**config.mk**
```make
export PLATFORM = sky130hd
export DESIGN_NAME = branch_cmp_pipe
export DESIGN_NICKNAME = d
export VERILOG_FILES = /design/src/rtl/branch_cmp_pkg.sv /design/src/rtl/branch_cmp_core.sv /design/src/rtl/branch_cmp_pipe.sv
export SDC_FILE = /design/constraint.sdc
export NUM_CORES = 1
export LEC_CHECK = 0
export ABC_AREA = 1
export BUFFER_PORTS_ARGS = -buffer_cell sky130_fd_sc_hd__buf_2
export CAP_MARGIN = 10
export CORE_MARGIN = 5
export CORE_UTILIZATION = 46
export DETAILED_ROUTE_END_ITERATION = 16
export GPL_ROUTABILITY_DRIVEN = 0
export HOLD_SLACK_MARGIN = 0.1
export PLACE_DENSITY = 0.92
export SETUP_SLACK_MARGIN = 0.2
export SYNTH_ARGS = -nofsm -noshare
export SYNTH_HDL_FRONTEND = slang
export SYNTH_SLANG_ARGS = --single-unit
```
**constraint.sdc**
```tcl
create_clock -name clk -period 2.5 [get_ports clk]
set_clock_uncertainty 0.15 [all_clocks]
set_input_delay 0.5 -clock clk [delete_from_list [all_inputs] [get_ports clk]]
set_output_delay 0.5 -clock clk [all_outputs]
set_load 0.01 [all_outputs]
```
**src/rtl/branch_cmp_pkg.sv**
```systemverilog
// Shared definitions for the branch comparator: RISC-V funct3 branch codes
// and a legality helper used by the compare core.
package branch_cmp_pkg;

   localparam logic [2:0] CMP_BEQ  = 3'b000;
   localparam logic [2:0] CMP_BNE  = 3'b001;
   localparam logic [2:0] CMP_BLT  = 3'b100;
   localparam logic [2:0] CMP_BGE  = 3'b101;
   localparam logic [2:0] CMP_BLTU = 3'b110;
   localparam logic [2:0] CMP_BGEU = 3'b111;

   // 010 and 011 are the only holes in the funct3 branch space
   function automatic logic cmp_op_legal(input logic [2:0] op);
      return op[2:1] != 2'b01;
   endfunction

endpackage

```
**src/rtl/branch_cmp_core.sv**
```systemverilog
// Combinational branch condition evaluator. Signed compare uses bit XLEN-1
// as sign; unsigned compare uses the raw operand bits.
module branch_cmp_core
   import branch_cmp_pkg::*;
#(
   parameter int XLEN = 32
) (
   input  logic [XLEN-1:0] rs1_d,
   input  logic [XLEN-1:0] rs2_d,
   input  logic [2:0]      cmp_op,
   output logic            b,
   output logic            err
);

   logic eq;
   logic lt_s;
   logic lt_u;

   assign eq   = (rs1_d == rs2_d);
   assign lt_s = ($signed(rs1_d) < $signed(rs2_d));
   assign lt_u = (rs1_d < rs2_d);

   // select the condition; illegal codes report err with b forced low
   always_comb begin
      b   = 1'b0;
      err = !cmp_op_legal(cmp_op);
      case (cmp_op)
         CMP_BEQ:  b = eq;
         CMP_BNE:  b = !eq;
         CMP_BLT:  b = lt_s;
         CMP_BGE:  b = !lt_s;
         CMP_BLTU: b = lt_u;
         CMP_BGEU: b = !lt_u;
         default:  b = 1'b0;
      endcase
   end

endmodule

```
**src/rtl/branch_cmp_pipe.sv**
```systemverilog
// Pipelined branch comparator: one compare core ahead of STAGES collapsing
// valid/ready register stages carrying {b, err, tag}, with synchronous flush.
// Optional delivery statistics are built when BRANCH_CMP_PIPE_STATS_EN is
// defined; otherwise the counter ports read 0 and no counter flops exist.
module branch_cmp_pipe
   import branch_cmp_pkg::*;
#(
   parameter int XLEN   = 32,
   parameter int STAGES = 2,
   parameter int TAG_W  = 5,
   parameter int CNT_W  = 16
) (
   input  logic             clk,
   input  logic             rst_n,
   input  logic             flush,
   input  logic             in_valid,
   output logic             in_ready,
   input  logic [XLEN-1:0]  rs1_d,
   input  logic [XLEN-1:0]  rs2_d,
   input  logic [2:0]       cmp_op,
   input  logic [TAG_W-1:0] in_tag,
   output logic             out_valid,
   input  logic             out_ready,
   output logic             out_b,
   output logic             out_err,
   output logic [TAG_W-1:0] out_tag,
   output logic [CNT_W-1:0] taken_cnt,
   output logic [CNT_W-1:0] total_cnt
);

   logic                          core_b;
   logic                          core_err;
   logic                          accept;
   logic [STAGES-1:0]             vld_pipe;
   logic [STAGES-1:0]             b_pipe;
   logic [STAGES-1:0]             err_pipe;
   logic [STAGES-1:0][TAG_W-1:0]  tag_pipe;
   logic [STAGES-1:0]             adv;

   branch_cmp_core #(.XLEN(XLEN)) u_core (
      .rs1_d  (rs1_d),
      .rs2_d  (rs2_d),
      .cmp_op (cmp_op),
      .b      (core_b),
      .err    (core_err)
   );

   // a full stage moves on when the next stage is empty or itself moving;
   // resolved from the output end backwards so bubbles collapse
   always_comb begin
      adv = '0;
      adv[STAGES-1] = vld_pipe[STAGES-1] && out_ready;
      for (int k = STAGES-2; k >= 0; k--) begin
         adv[k] = vld_pipe[k] && (!vld_pipe[k+1] || adv[k+1]);
      end
   end

   assign in_ready = !flush && (!vld_pipe[0] || adv[0]);
   assign accept   = in_valid && in_ready;

   for (genvar k = 0; k < STAGES; k++) begin : g_stage
      logic             ld;
      logic             b_in;
      logic             err_in;
      logic [TAG_W-1:0] tag_in;
      logic             vld_q;
      logic             b_q;
      logic             err_q;
      logic [TAG_W-1:0] tag_q;

      if (k == 0) begin : g_head
         assign ld     = accept;
         assign b_in   = core_b;
         assign err_in = core_err;
         assign tag_in = in_tag;
      end else begin : g_body
         assign ld     = adv[k-1];
         assign b_in   = b_pipe[k-1];
         assign err_in = err_pipe[k-1];
         assign tag_in = tag_pipe[k-1];
      end

      // stage register: flush kills the valid bit, payload only moves on load
      always_ff @(posedge clk or negedge rst_n) begin
         if (!rst_n) begin
            vld_q <= 1'b0;
            b_q   <= 1'b0;
            err_q <= 1'b0;
            tag_q <= '0;
         end else begin
            if (flush)        vld_q <= 1'b0;
            else if (ld)      vld_q <= 1'b1;
            else if (adv[k])  vld_q <= 1'b0;
            if (ld) begin
               b_q   <= b_in;
               err_q <= err_in;
               tag_q <= tag_in;
            end
         end
      end

      assign vld_pipe[k] = vld_q;
      assign b_pipe[k]   = b_q;
      assign err_pipe[k] = err_q;
      assign tag_pipe[k] = tag_q;
   end

   assign out_valid = vld_pipe[STAGES-1];
   assign out_b     = b_pipe[STAGES-1];
   assign out_err   = err_pipe[STAGES-1];
   assign out_tag   = tag_pipe[STAGES-1];

`ifdef BRANCH_CMP_PIPE_STATS_EN
   logic             xfer;
   logic [CNT_W-1:0] taken_q;
   logic [CNT_W-1:0] total_q;

   assign xfer = out_valid && out_ready;

   // saturating delivery counters; a transfer in a flush cycle still counts
   always_ff @(posedge clk or negedge rst_n) begin
      if (!rst_n) begin
         taken_q <= '0;
         total_q <= '0;
      end else if (xfer) begin
         if (total_q != '1)            total_q <= total_q + 1'b1;
         if (out_b && taken_q != '1)   taken_q <= taken_q + 1'b1;
      end
   end

   assign taken_cnt = taken_q;
   assign total_cnt = total_q;
`else
   assign taken_cnt = '0;
   assign total_cnt = '0;
`endif

endmodule
```
[Word-level counts from Yosys, hierarchy flattened]
Cells that the tools add are included.
Word-level totals
  input port bits: 77
  flip-flop bits (word level): 16
Operators by class
  magnitude comparators: 2
  reduce and logical (&&, ||, !) cells: 16
  multiplexer cells: 7
  eq/ne operators: 7
Operators by type and width (count)
  32-bit less-than comparator: 2
  32-bit equality test: 1
  3-bit equality test (second input constant): 4
  1-bit zero test: 7
  1-bit 2-to-1 mux: 6
  1-bit case mux with 6 select lines: 1
  3-bit nonzero test: 2
  1-bit logical AND: 4
  3-bit by 1-bit equality test with 1-bit output (second input constant): 1
  3-bit zero test: 1
  1-bit logical OR: 2
  2-bit by 1-bit != test with 1-bit output (second input constant): 1

[Longest topological paths before layout]
Gate-level depths: netlist of the first run.
  depth in word-level cells: 8
  mapped depth: 19
  mapped depth without buffers: 19

[By module]
A second synthesis of the first run with hierarchy kept.
Second synthesis, totals
  cells, all modules: 273
  area, all modules: 1910.6 µm²
Modules (own cells, without submodules)
  branch_cmp_core: area an instance 985.9 µm², times used 1, sequential area each 0.0 µm², cells each 168
  branch_cmp_pipe: area an instance 924.6 µm², times used 1, sequential area each 400.4 µm², cells each 105

[Worst setup path before layout of the first run]
No wires, ideal clock.
  path kind: input-to-reg
  start: input rs2_d[31]
  end: register g_stage[0].b_q
  path buffers: 0
  slack: 0.542 ns
  data arrival time: 1.691 ns
  stages: 13
  cells stage by stage: inv_1 > ha_1 > a21oi_1 > o21a_1 > nand2_1 > a21oi_1 > nand2_2 > nand2_1 > nand2_1 > nor2_2 > nand3_1 > nand2_1 > nand2_1
On the way
  longest elaborated chain between the ends: 3
Ends and longest elaborated chain
  start, declared: RTL line branch_cmp_pipe.sv:19  | input logic [XLEN-1:0] rs2_d,
  32-bit less-than comparator (tied with other cells): RTL line branch_cmp_core.sv:21  | assign lt_u = (rs1_d < rs2_d);
  1-bit zero test (on tied branches): RTL line branch_cmp_core.sv:33, branch_cmp_core.sv:29, branch_cmp_core.sv:31
  1-bit case mux with 6 select lines *: RTL line branch_cmp_core.sv:27  | case (cmp_op)
  end signal, assigned: RTL line branch_cmp_pipe.sv:95  | b_q <= b_in;
  end, declared: RTL line branch_cmp_pipe.sv:67  | logic b_q;
Every way passes the cells marked *; elsewhere a longest branch is shown, timed or not.
A chain may end at the register's enable or synchronous reset.

[Worst setup path after layout of the first run]
  start: input rs1_d[21]
  end: register g_stage[0].b_q
On the way
  longest elaborated chain between the ends: 3
Ends and longest elaborated chain
  start, declared: RTL line branch_cmp_pipe.sv:18  | input logic [XLEN-1:0] rs1_d,
  32-bit less-than comparator (tied with other cells): RTL line branch_cmp_core.sv:21
  1-bit zero test (on tied branches): RTL line branch_cmp_core.sv:33, branch_cmp_core.sv:29, branch_cmp_core.sv:31
  1-bit case mux with 6 select lines *: RTL line branch_cmp_core.sv:27
Marked as above.

==> impl_metrics.py, run 1 <==
metrics = {
    "yosys": {
        "yosysTopAreaCellShare_pct": 21.83,
        "synth_area_sq_mm": 0.001834,
        "ys_ff_latch": 16,
        "synth_ff_type": "dfrtp_1",
        "synth_edf_count": 0,
        "synthTopCellsByArea": "dfrtp_1 22%, ha_1 22%, buf_4 13%, nand2_1 12%, inv_1 11%",
        "yosysMostFrequentCell": "nand2_1",
        "syn_avg_cell_area_sq_um": 6.948,
        "synthCells": 264,
        "ys_types": 21,
        "synth_top_area_cell": "dfrtp_1",
        "yosysSeqAreaShare_pct": 21.83,
        "synthArstFlopShare_pct": 100.0,
        "yosys-top-cells-count": "61 x nand2_1, 56 x inv_1, 32 x buf_4, 32 x ha_1, 16 x dfrtp_1",
        "ys_warn_count": 0,
    },
    "route": {
        "wl_per_cell_um": 9.550,
        "vias": 1771,
        "drcViolationCount": 0,
        "drtPass1Iterations": 4,
        "drt_iter0_drc": 50,
        "totalWireLength_mm": 3.839,
        "vias_per_cell": 4.405,
        "antenna_left": 0,
    },
    "floorplanning": {
        "die_area_sq_mm": 0.005350,
        "core_sq_mm": 0.003943,
        "fp.dieW_um": 73.15,
        "initial_core_util_pct": 46.52,
        "num_io_pins": 118,
        "die_h_um": 73.15,
        "row_count": 23,
    },
    "grt": {
        "grt_pass1_vias": 1631,
        "grt-ovfl-total": 0,
        "antenna_found_initial": 0,
        "grt_usage_pct": 14.25,
        "grt_max_degree": 17,
        "grt_pass1_wl_mm": 6.230,
    },
    "clocking": {
        "cts_buffers": 3,
        "cts.clk_slew.worst_paths_ns": 0.06,
        "htree_levels": 1,
        "clk_path_buf_depth": 2,
        "clockRootBuffer": "clkbuf_8",
        "clkLatencyLatePin_ns": 0.24,
        "cts_resized": 0,
        "cts.sinks": 16,
        "tritoncts": "yes",
    },
    "worst_hold_path": {
        "hold_path_startpoint": "flush",
        "holdPathStages": 2,
        "hp-class": "in -> reg",
    },
    "placed_design": {
        "dp_cells": 397,
        "place_ws_ns": 0.3225,
        "dpl_cell_area_sq_mm": 0.002191,
        "dp_hpwl_mm": 3.531,
        "port_buffers": 85,
    },
    "final_layout": {
        "drive_above_1_share_pct": 27.56,
        "design_area_sq_mm": 0.002256,
        "final_nets": 462,
        "instances_no_fill": 402,
        "fill_cells": 370,
        "area_delta_synth_final_pct": 22.99,
        "n_antenna_cell": 0,
    },
    "outcome": {
        "status": "completed",
    },
    "worst_setup_path": {
        "crit_type": "in -> reg",
        "crit-reg2reg-launch": "out_valid",
        "startpoint": "rs1_d[21]",
        "crit_required_ns": 2.49,
        "worst_path_most_repeated_cell": "nand2_1",
        "cp_slowest_cell": "ha_1",
        "path_cells": "buf_2, ha_1, a21oi_1, nor2_1, nor2_1, nand3_1, a21oi_1, nand2_2, nand2_1, nand2_1, nand2_1, nand3_1, nand2_1, nand2_1",
        "rrSetupSlack_ns": 1.13,
        "reg2regPathDepth": 3,
        "startpoint_type": "primary input",
        "critPathCaptureType": "register",
        "regToRegEndpoint": "out_b",
        "critPathMaxStageDelay_ns": 0.30,
        "crit_fanout": 3,
        "worstPathArrival_ns": 1.89,
        "crit_end": "g_stage[0].b_q",
    },
    "sta": {
        "hold_viol_final": 0,
        "tns_ns": 0,
        "period_minus_slack_ns": 1.905,
        "fmax_mhz": 524.9,
        "rsz0062_at_grt": "no",
        "period_share_pct": 76.20,
        "drv_slew": 0,
        "setup_viol": 0,
        "fin_ws_ns": 0.5950,
    },
    "pwr": {
        "p_leak_nw": 1.474,
        "ir_worst_vdd_v": 0.0001600,
        "power.total_mw": 0.8467,
        "p_per_area_mw_per_mm2": 375.3,
    },
    "flow_run": {
        "cap_violations": 0,
    },
}
## logic make-up after synthesis
| kind of cell | share of synthesized area (%) |
|---|---|
| flops | 21.83 |
| simple gates | 20.94 |
| compound gates | 8.595 |
| other cells | 0.2044 |
| buf+inv | 25.37 |
| mux | 1.228 |
| fa+ha+maj | 21.83 |
## worst min path at each step
stage / endpoint / slack (ns)
4_1_cts: g_stage[0].vld_q / 0.29
3_3_place_gp: out_tag[3] / 0.27
5_1_grt: g_stage[0].vld_q / 0.29
2_1_floorplan: g_stage[0].b_q / 0.05
3_5_place_dp: g_stage[0].tag_q[1] / 0.28
6_report: g_stage[0].vld_q / 0.29
## area by class of cell
type | instances | area (sq um) | share of cell area [%]
Tap cell | 50 | 62.56 | 2.773
Inverter | 56 | 210.2 | 9.318
Timing Repair Buffer | 87 | 442.9 | 19.63
Multi-Input combinational cell | 189 | 1085 | 48.09
Sequential cell | 16 | 400.4 | 17.75
Clock buffer | 4 | 55.05 | 2.440
## worst max-delay path, delay by kind of cell
| kind | cells | cell delay [ns] |
|---|---|---|
| AND/OR/NAND/NOR | 10 | 0.64 |
| adder cells (fa/ha/maj) | 1 | 0.30 |
| AO/OA/AOI/OAI | 2 | 0.35 |
| buffers and inverters | 1 | 0.10 |
## report_power, final
| group | total (mW) | switching [mW] | internal (mW) |
|---|---|---|---|
| Clock | 0.219 | 0.0800 | 0.139 |
| Sequential | 0.319 | 0.0195 | 0.300 |
| Combinational | 0.308 | 0.170 | 0.138 |
## sequential cells by signal, summed over array words and instances, names as in the netlist
signal and cells:
out_valid 1, g_stage.b_q 1, g_stage.tag_q 5, out_b 1
out_tag 5, g_stage.vld_q 1, out_err 1, g_stage.err_q 1
## metal layers
metal	track usage, %	routed length, um	up-vias
met5	0	0	-
met4	4.508	61	0
met3	1.653	428	8
met2	25.82	1924	78
met1	17.34	1425	761
li1	-	-	924
## stage by stage
stage	hold WS [ns]	util, %
2_1_floorplan	0.05441	-
3_3_place_gp	0.2731	55.57
3_5_place_dp	0.2770	55.57
4_1_cts	0.2872	57.22
5_1_grt	0.2926	57.22
6_report	0.2913	57.22
## timing repair
action	CTS	global route
endpoints found under the hold margin	16	0
hold buffers	1	0
setup buffers	0	0
## cells in the final DEF (no fill, tap or decap), types with 2 or more instances in the layout
| cell | instances |
|---|---|
| nand2_2 | 2 |
| conb_1 | 32 |
| inv_1 | 56 |
| o21ai_0 | 12 |
| nand2_1 | 61 |
| nand4_1 | 2 |
| a21oi_1 | 15 |
| nor2_2 | 2 |
| nor2_1 | 15 |
| mux2_2 | 2 |
| dfrtp_1 | 16 |
| ha_1 | 32 |
| buf_2 | 85 |
| nand3_1 | 9 |
| clkbuf_8 | 4 |
No activity file was read; power rests on OpenSTA's default activity.
==> run 2, diff against run 1 <==
Settings changed: ABC_AREA 1 to 0, CORE_UTILIZATION 46 to 38, PLACE_DENSITY 0.92 to 0.83.
Clock period 2.5 ns to 1.7 ns, I/O delays scaled along.
==> run 2 against run 1 <==
Compared with the run above: the run now ends with negative setup slack left; flip-flop and latch count unchanged; global-route usage rose by 0.057 points; via count fell by 8.2%; critical path depth decreased by 4; register-to-register slack got worse by 0.95 ns; die area is 12% higher; combinational power up 93%; cell area up 12%; non-clock buffer count grew 14; hold slack lost 0.14 ns; critical endpoint unchanged; largest cell class unchanged; highest routed layer unchanged.
==> impl_metrics.py, run 2 <==
metrics = {
    "outcome": {
        "status": "finished, violations left",
        "violations": "negative setup slack",
    },
    "pwr": {
        "ir_worst_vdd_v": 0.0002570,
        "seqPwrFrac_pct": 34.2,
        "p_per_area_mw_per_mm2": 553.9,
        "p_sw_mw": 0.4437,
        "p_clk_share_pct": 23.4,
        "p_int_mw": 0.9612,
        "power_frac_comb_pct": 42.3,
        "p_leak_nw": 1.393,
        "power.switching_fraction_pct": 31.58,
    },
    "clocking": {
        "clkLatencyLatePin_ns": 0.25,
        "tritoncts": "yes",
        "cts_buffers": 3,
        "clk_path_buf_depth": 2,
        "htree_levels": 1,
        "clockRootBuffer": "clkbuf_8",
        "cts.sinks": 16,
        "cts.clk_slew.worst_paths_ns": 0.06,
    },
    "route": {
        "drt_iter0_drc": 36,
        "antenna_left": 0,
        "drcViolationCount": 0,
        "wl_per_cell_um": 12.83,
        "vias": 1626,
        "totalWireLength_mm": 4.503,
        "vias_per_cell": 4.632,
        "drtPass1Iterations": 5,
    },
    "sta": {
        "period_minus_slack_ns": 1.941,
        "rsz0062_at_grt": "yes",
        "fin_hold_ws_ns": 0.1523,
        "hold_viol_final": 0,
        "fin_ws_ns": -0.2414,
        "setup_viol": 1,
        "period_share_pct": 114.2,
        "drv_slew": 0,
        "fmax_mhz": 515.1,
    },
    "worst_hold_path": {
        "hold_path_startpoint": "flush",
        "holdPathStages": 2,
        "hp-class": "in -> reg",
    },
    "floorplanning": {
        "core_sq_mm": 0.004384,
        "initial_core_util_pct": 39.41,
        "num_io_pins": 118,
        "fp.dieW_um": 77.43,
        "die_h_um": 77.43,
        "die_area_sq_mm": 0.005995,
        "row_count": 24,
    },
    "grt": {
        "grt_pass1_wl_mm": 7.210,
        "antenna_found_initial": 0,
        "grt_max_degree": 17,
        "grt-ovfl-total": 0,
        "grt_pass1_vias": 1733,
        "grt_usage_pct": 14.31,
    },
    "worst_setup_path": {
        "crit_fanout": 2,
        "critPathCaptureType": "register",
        "rrSetupSlack_ns": 0.18,
        "reg2regPathDepth": 7,
        "startpoint_type": "primary input",
        "crit_required_ns": 1.68,
        "crit_end": "g_stage[0].b_q",
        "worstPathArrival_ns": 1.92,
        "crit-reg2reg-launch": "out_valid",
        "regToRegEndpoint": "g_stage[0].b_q",
        "crit_type": "in -> reg",
        "startpoint": "rs2_d[14]",
    },
    "final_layout": {
        "design_area_sq_mm": 0.002536,
        "final-seq-area_sq_um": 400.4,
        "final_cell_mix": "76 x buf_2, 32 x conb_1, 29 x inv_1",
        "fill_cells": 384,
        "layout_commonest_cell": "buf_2",
        "final_util_pct": 57.85,
        "multiInputGateArea_sq_mm": 0.001281,
        "n_antenna_cell": 0,
        "final_nets": 409,
        "area_delta_synth_final_pct": 46.78,
        "drive_above_1_share_pct": 49.16,
    },
    "yosys": {
        "synth_ff_type": "dfrtp_1",
        "yosysTopAreaCellShare_pct": 23.17,
        "ys_warn_count": 0,
        "synthTopCellsByArea": "dfrtp_1 23%, ha_1 23%, buf_4 14%, inv_1 7.4%, mux2_2 7.2%",
        "syn_avg_cell_area_sq_um": 8.816,
        "synthArstFlopShare_pct": 100.0,
        "synth_top_area_cell": "dfrtp_1",
        "synth_top_family_by_area": "adder cells",
        "ys_types": 34,
        "yosysMostFrequentCell": "inv_1",
        "synth_compound_area_share_pct": 11.30,
        "synth_fa_ha_area_share_pct": 23.17,
        "yosys.area_share.simple_pct": 11.95,
        "synth_mux_area_share_pct": 7.169,
        "yosys-top-cells-count": "34 x inv_1, 32 x buf_4, 32 x ha_1, 17 x a21oi_1, 16 x dfrtp_1",
        "ys_ff_latch": 16,
        "synthCells": 196,
        "synth_xor_area_share_pct": 1.521,
        "yosysSeqAreaShare_pct": 23.17,
        "synth_edf_count": 0,
        "synth_area_sq_mm": 0.001728,
    },
    "placed_design": {
        "dpl_cell_area_sq_mm": 0.002157,
        "port_buffers": 85,
        "dp_hpwl_mm": 3.540,
    },
    "flow_run": {
        "cap_violations": 0,
    },
}
## run 2: power by group through the flow
stage / sequential, mW / clock [mW] / combinational, mW
finish: 0.481 / 0.329 / 0.595
global route: 0.491 / 0.356 / 0.668
CTS: 0.481 / 0.336 / 0.569
detailed placement: 0.488 / 0 / 0.503
global placement: 0.485 / 0 / 0.485
floorplan: 0.506 / 0 / 0.322
## run 2: cell type report
cell class,count,area share (%)
Clock buffer,4,2.171
Inverter,34,5.131
Multi-Input combinational cell,144,50.52
Sequential cell,16,15.79
Tap cell,52,2.565
Timing Repair Buffer,101,23.83
## run 2: worst max-delay path, cell delays in order
cell and delay, ns:
buf_2 0.07, inv_1 0.06, ha_4 0.28, nand4_1 0.16, buf_4 0.18, a2111o_1 0.34, o211ai_1 0.10, a31oi_1 0.13
xnor2_1 0.19, a21oi_2 0.07
## run 2: metal layers
metal / wire, um / GRT usage (%) / vias up / part of all wire, %
met2: 2383 / 26.52 / 77 / 53
li1: - / - / 802 / -
met5: 0 / 0 / - / 0
met3: 347 / 3.472 / 17 / 7.7
met4: 156 / 7.216 / 0 / 3.5
met1: 1615 / 14.80 / 730 / 36
## run 2: logic make-up after synthesis
group,after synthesis
compound gates,32
other cells,1
buf+inv,67
simple gates,34
mux,11
fa+ha+maj,32
flops,16
xor+xnor,3
## run 2: how the worst min path moves through the flow
stage	to	slack, ns
final	out_valid	0.15
after detailed placement	g_stage[0].vld_q	0.12
after global routing	g_stage[0].vld_q	0.16
after CTS	out_valid	0.13
after floorplan	g_stage[0].b_q	-0.11
after global placement	g_stage[0].vld_q	0.11
## run 2: what timing repair did
item	in CTS	in global routing
setup endpoints to repair	9	14
resized for setup	27	11
hold buffers	1	0
hold endpoints to repair	16	0
setup buffers	6	1
pin swaps	17	10
## run 2: metrics by stage
stage                     power (mW)  setup WS [ns]  TNS, ns  std cells
after floorplan               0.8284        -0.2987  -0.2987        227
after global placement        0.9697        -0.4862  -0.4862        339
after detailed placement      0.9904        -0.5356  -0.5356        339
after CTS                      1.386        -0.2440  -0.2440        350
after global routing           1.515        -0.3650  -0.3650        351
final                          1.405        -0.2414  -0.2414        351
==> run 3, diff against run 2 <==
Settings changed: SETUP_SLACK_MARGIN 0.2 to 0.5.
==> run 3 against run 2 <==
Compared with the run above: routed wire length up 3.4%; cell area up 6.1%; via count rose by 0.55%; non-clock buffer count rose by 9; power increased by 8.0%; first-iteration DRC count decreased by 36%; largest power group unchanged; the flow still finishes with violations (negative setup slack); final cell count rose by 2.6%; clock-buffer cell count unchanged; hold slack improved by 0.016 ns; global-route usage rose by 0.66 points.
==> impl_metrics.py, run 3 (same netlist as run 2, synthesis figures left out) <==
metrics = {
    "worst_setup_path": {
        "crit-reg2reg-launch": "g_stage[0].vld_q",
        "startpoint": "rs1_d[27]",
        "regToRegEndpoint": "g_stage[0].tag_q[2]",
        "crit_required_ns": 1.68,
        "path_cells": "buf_2, ha_4, and4_4, nor4b_4, buf_4, a221oi_2, o21ai_1, a31oi_1, xnor2_1, a21oi_2",
        "critPathMaxStageDelay_ns": 0.24,
        "reg2regPathDepth": 5,
        "cp_slowest_cell": "ha_4",
        "rrSetupSlack_ns": 0.14,
        "startpoint_type": "primary input",
        "worstPathArrival_ns": 1.92,
        "critPathCaptureType": "register",
        "crit_fanout": 3,
        "crit_type": "in -> reg",
        "crit_end": "g_stage[0].b_q",
    },
    "final_layout": {
        "n_antenna_cell": 0,
        "drive_above_1_share_pct": 54.22,
        "area_delta_synth_final_pct": 55.68,
        "design_area_sq_mm": 0.002690,
        "final_util_pct": 61.36,
        "layout_commonest_cell": "buf_2",
        "final_nets": 418,
        "final_cell_mix": "82 x buf_2, 32 x conb_1, 23 x inv_1",
        "fill_cells": 375,
        "instances_no_fill": 360,
    },
    "clocking": {
        "cts.clk_slew.worst_paths_ns": 0.06,
        "clockRootBuffer": "clkbuf_8",
        "cts.sinks": 16,
        "clk_path_buf_depth": 2,
        "tritoncts": "yes",
        "htree_levels": 1,
        "clkLatencyLatePin_ns": 0.24,
        "cts_buffers": 3,
    },
    "floorplanning": {
        "row_count": 24,
        "die_area_sq_mm": 0.005995,
        "num_io_pins": 118,
        "initial_core_util_pct": 39.41,
        "fp.dieW_um": 77.43,
        "core_sq_mm": 0.004384,
        "die_h_um": 77.43,
    },
    "pwr": {
        "p_sw_mw": 0.4703,
        "power.total_mw": 1.518,
        "power.switching_fraction_pct": 30.99,
        "p_leak_nw": 1.474,
        "p_per_area_mw_per_mm2": 564.2,
        "p_int_mw": 1.048,
        "seqPwrFrac_pct": 32.3,
        "p_clk_share_pct": 21.2,
        "ir_worst_vdd_v": 0.0002696,
        "power_frac_comb_pct": 46.5,
    },
    "route": {
        "drcViolationCount": 0,
        "vias_per_cell": 4.542,
        "drtPass1Iterations": 4,
        "vias": 1635,
        "antenna_left": 0,
        "wl_per_cell_um": 12.93,
        "drt_iter0_drc": 23,
        "totalWireLength_mm": 4.656,
    },
    "sta": {
        "rsz0062_at_grt": "yes",
        "fin_ws_ns": -0.2423,
        "drv_slew": 0,
        "fin_hold_ws_ns": 0.1680,
        "setup_viol": 1,
        "period_share_pct": 114.3,
        "period_minus_slack_ns": 1.942,
        "hold_viol_final": 0,
        "fmax_mhz": 514.9,
        "tns_ns": -0.2423,
    },
    "placed_design": {
        "dpl_cell_area_sq_mm": 0.002202,
        "dp_cells": 338,
        "port_buffers": 85,
        "place_ws_ns": -0.5104,
        "dp_hpwl_mm": 3.639,
    },
    "grt": {
        "grt_max_degree": 17,
        "grt_usage_pct": 14.97,
        "grt_pass1_wl_mm": 7.569,
        "grt_pass1_vias": 1784,
        "antenna_found_initial": 0,
        "grt-ovfl-total": 0,
    },
    "flow_run": {
        "cap_violations": 0,
    },
    "outcome": {
        "violations": "negative setup slack",
        "status": "finished, violations left",
    },
    "worst_hold_path": {
        "hp-class": "in -> reg",
    },
}
-- run 3: cell count changes in the layout (fill, tap and decap cells not counted), moves of 6 or more --
| cell | delta |
|---|---|
| inv_2 | +7 |
| inv_1 | -6 |
| buf_2 | +6 |
| mux2_2 | -11 |
| mux2_4 | +11 |
-- run 3: layout make-up --
class	count	area (sq um)	share of cell area [%]
flip-flops and latches	16	401.6	14.93
clock buffers	4	55.05	2.047
repair buffers	110	661.9	24.60
well taps	52	65.06	2.419
multi-input cells	144	1379	51.26
inverters	34	127.6	4.744
-- run 3: worst max-delay path: cells and delay by family --
kind	cells	cell delay, ns
xor gates and xnor gates	1	0.16
AOI/OAI and AO/OA	4	0.61
buffers and inverters	2	0.25
adders and majority gates	1	0.24
and+or+nand+nor	2	0.32
-- run 3: per-layer routing --
layer	global-route usage (%)	wire length, um
met5	0	0
met1	16.12	1716
met3	3.935	407
met4	3.093	40
met2	28.96	2491
-- run 3: power by group through the flow --
| stage | clock network [mW] | logic, mW | registers (mW) |
|---|---|---|---|
| 2_1_floorplan | 0 | 0.352 | 0.510 |
| 3_3_place_gp | 0 | 0.508 | 0.490 |
| 3_5_place_dp | 0 | 0.526 | 0.496 |
| 4_1_cts | 0.332 | 0.670 | 0.486 |
| 5_1_grt | 0.351 | 0.781 | 0.500 |
| 6_report | 0.322 | 0.706 | 0.490 |
-- run 3: worst min-delay path by stage --
stage | slack [ns] | startpoint | cells past startpoint | to
2_1_floorplan | -0.11 | rst_n | 0 | g_stage[0].b_q
3_3_place_gp | 0.11 | rst_n | 1 | out_tag[4]
3_5_place_dp | 0.12 | rst_n | 1 | out_tag[4]
4_1_cts | 0.16 | flush | 2 | out_valid
5_1_grt | 0.18 | flush | 2 | g_stage[0].vld_q
6_report | 0.17 | flush | 2 | g_stage[0].vld_q
-- run 3: timing repair --
| item | CTS | global route |
|---|---|---|
| hold buffers | 1 | 0 |
| pin swaps | 15 | 10 |
| endpoints found under the hold margin | 16 | 0 |
| cloned | 0 | 0 |
| setup endpoints to repair | 22 | 25 |
| setup buffers | 14 | 3 |
| gates resized for setup | 35 | 11 |
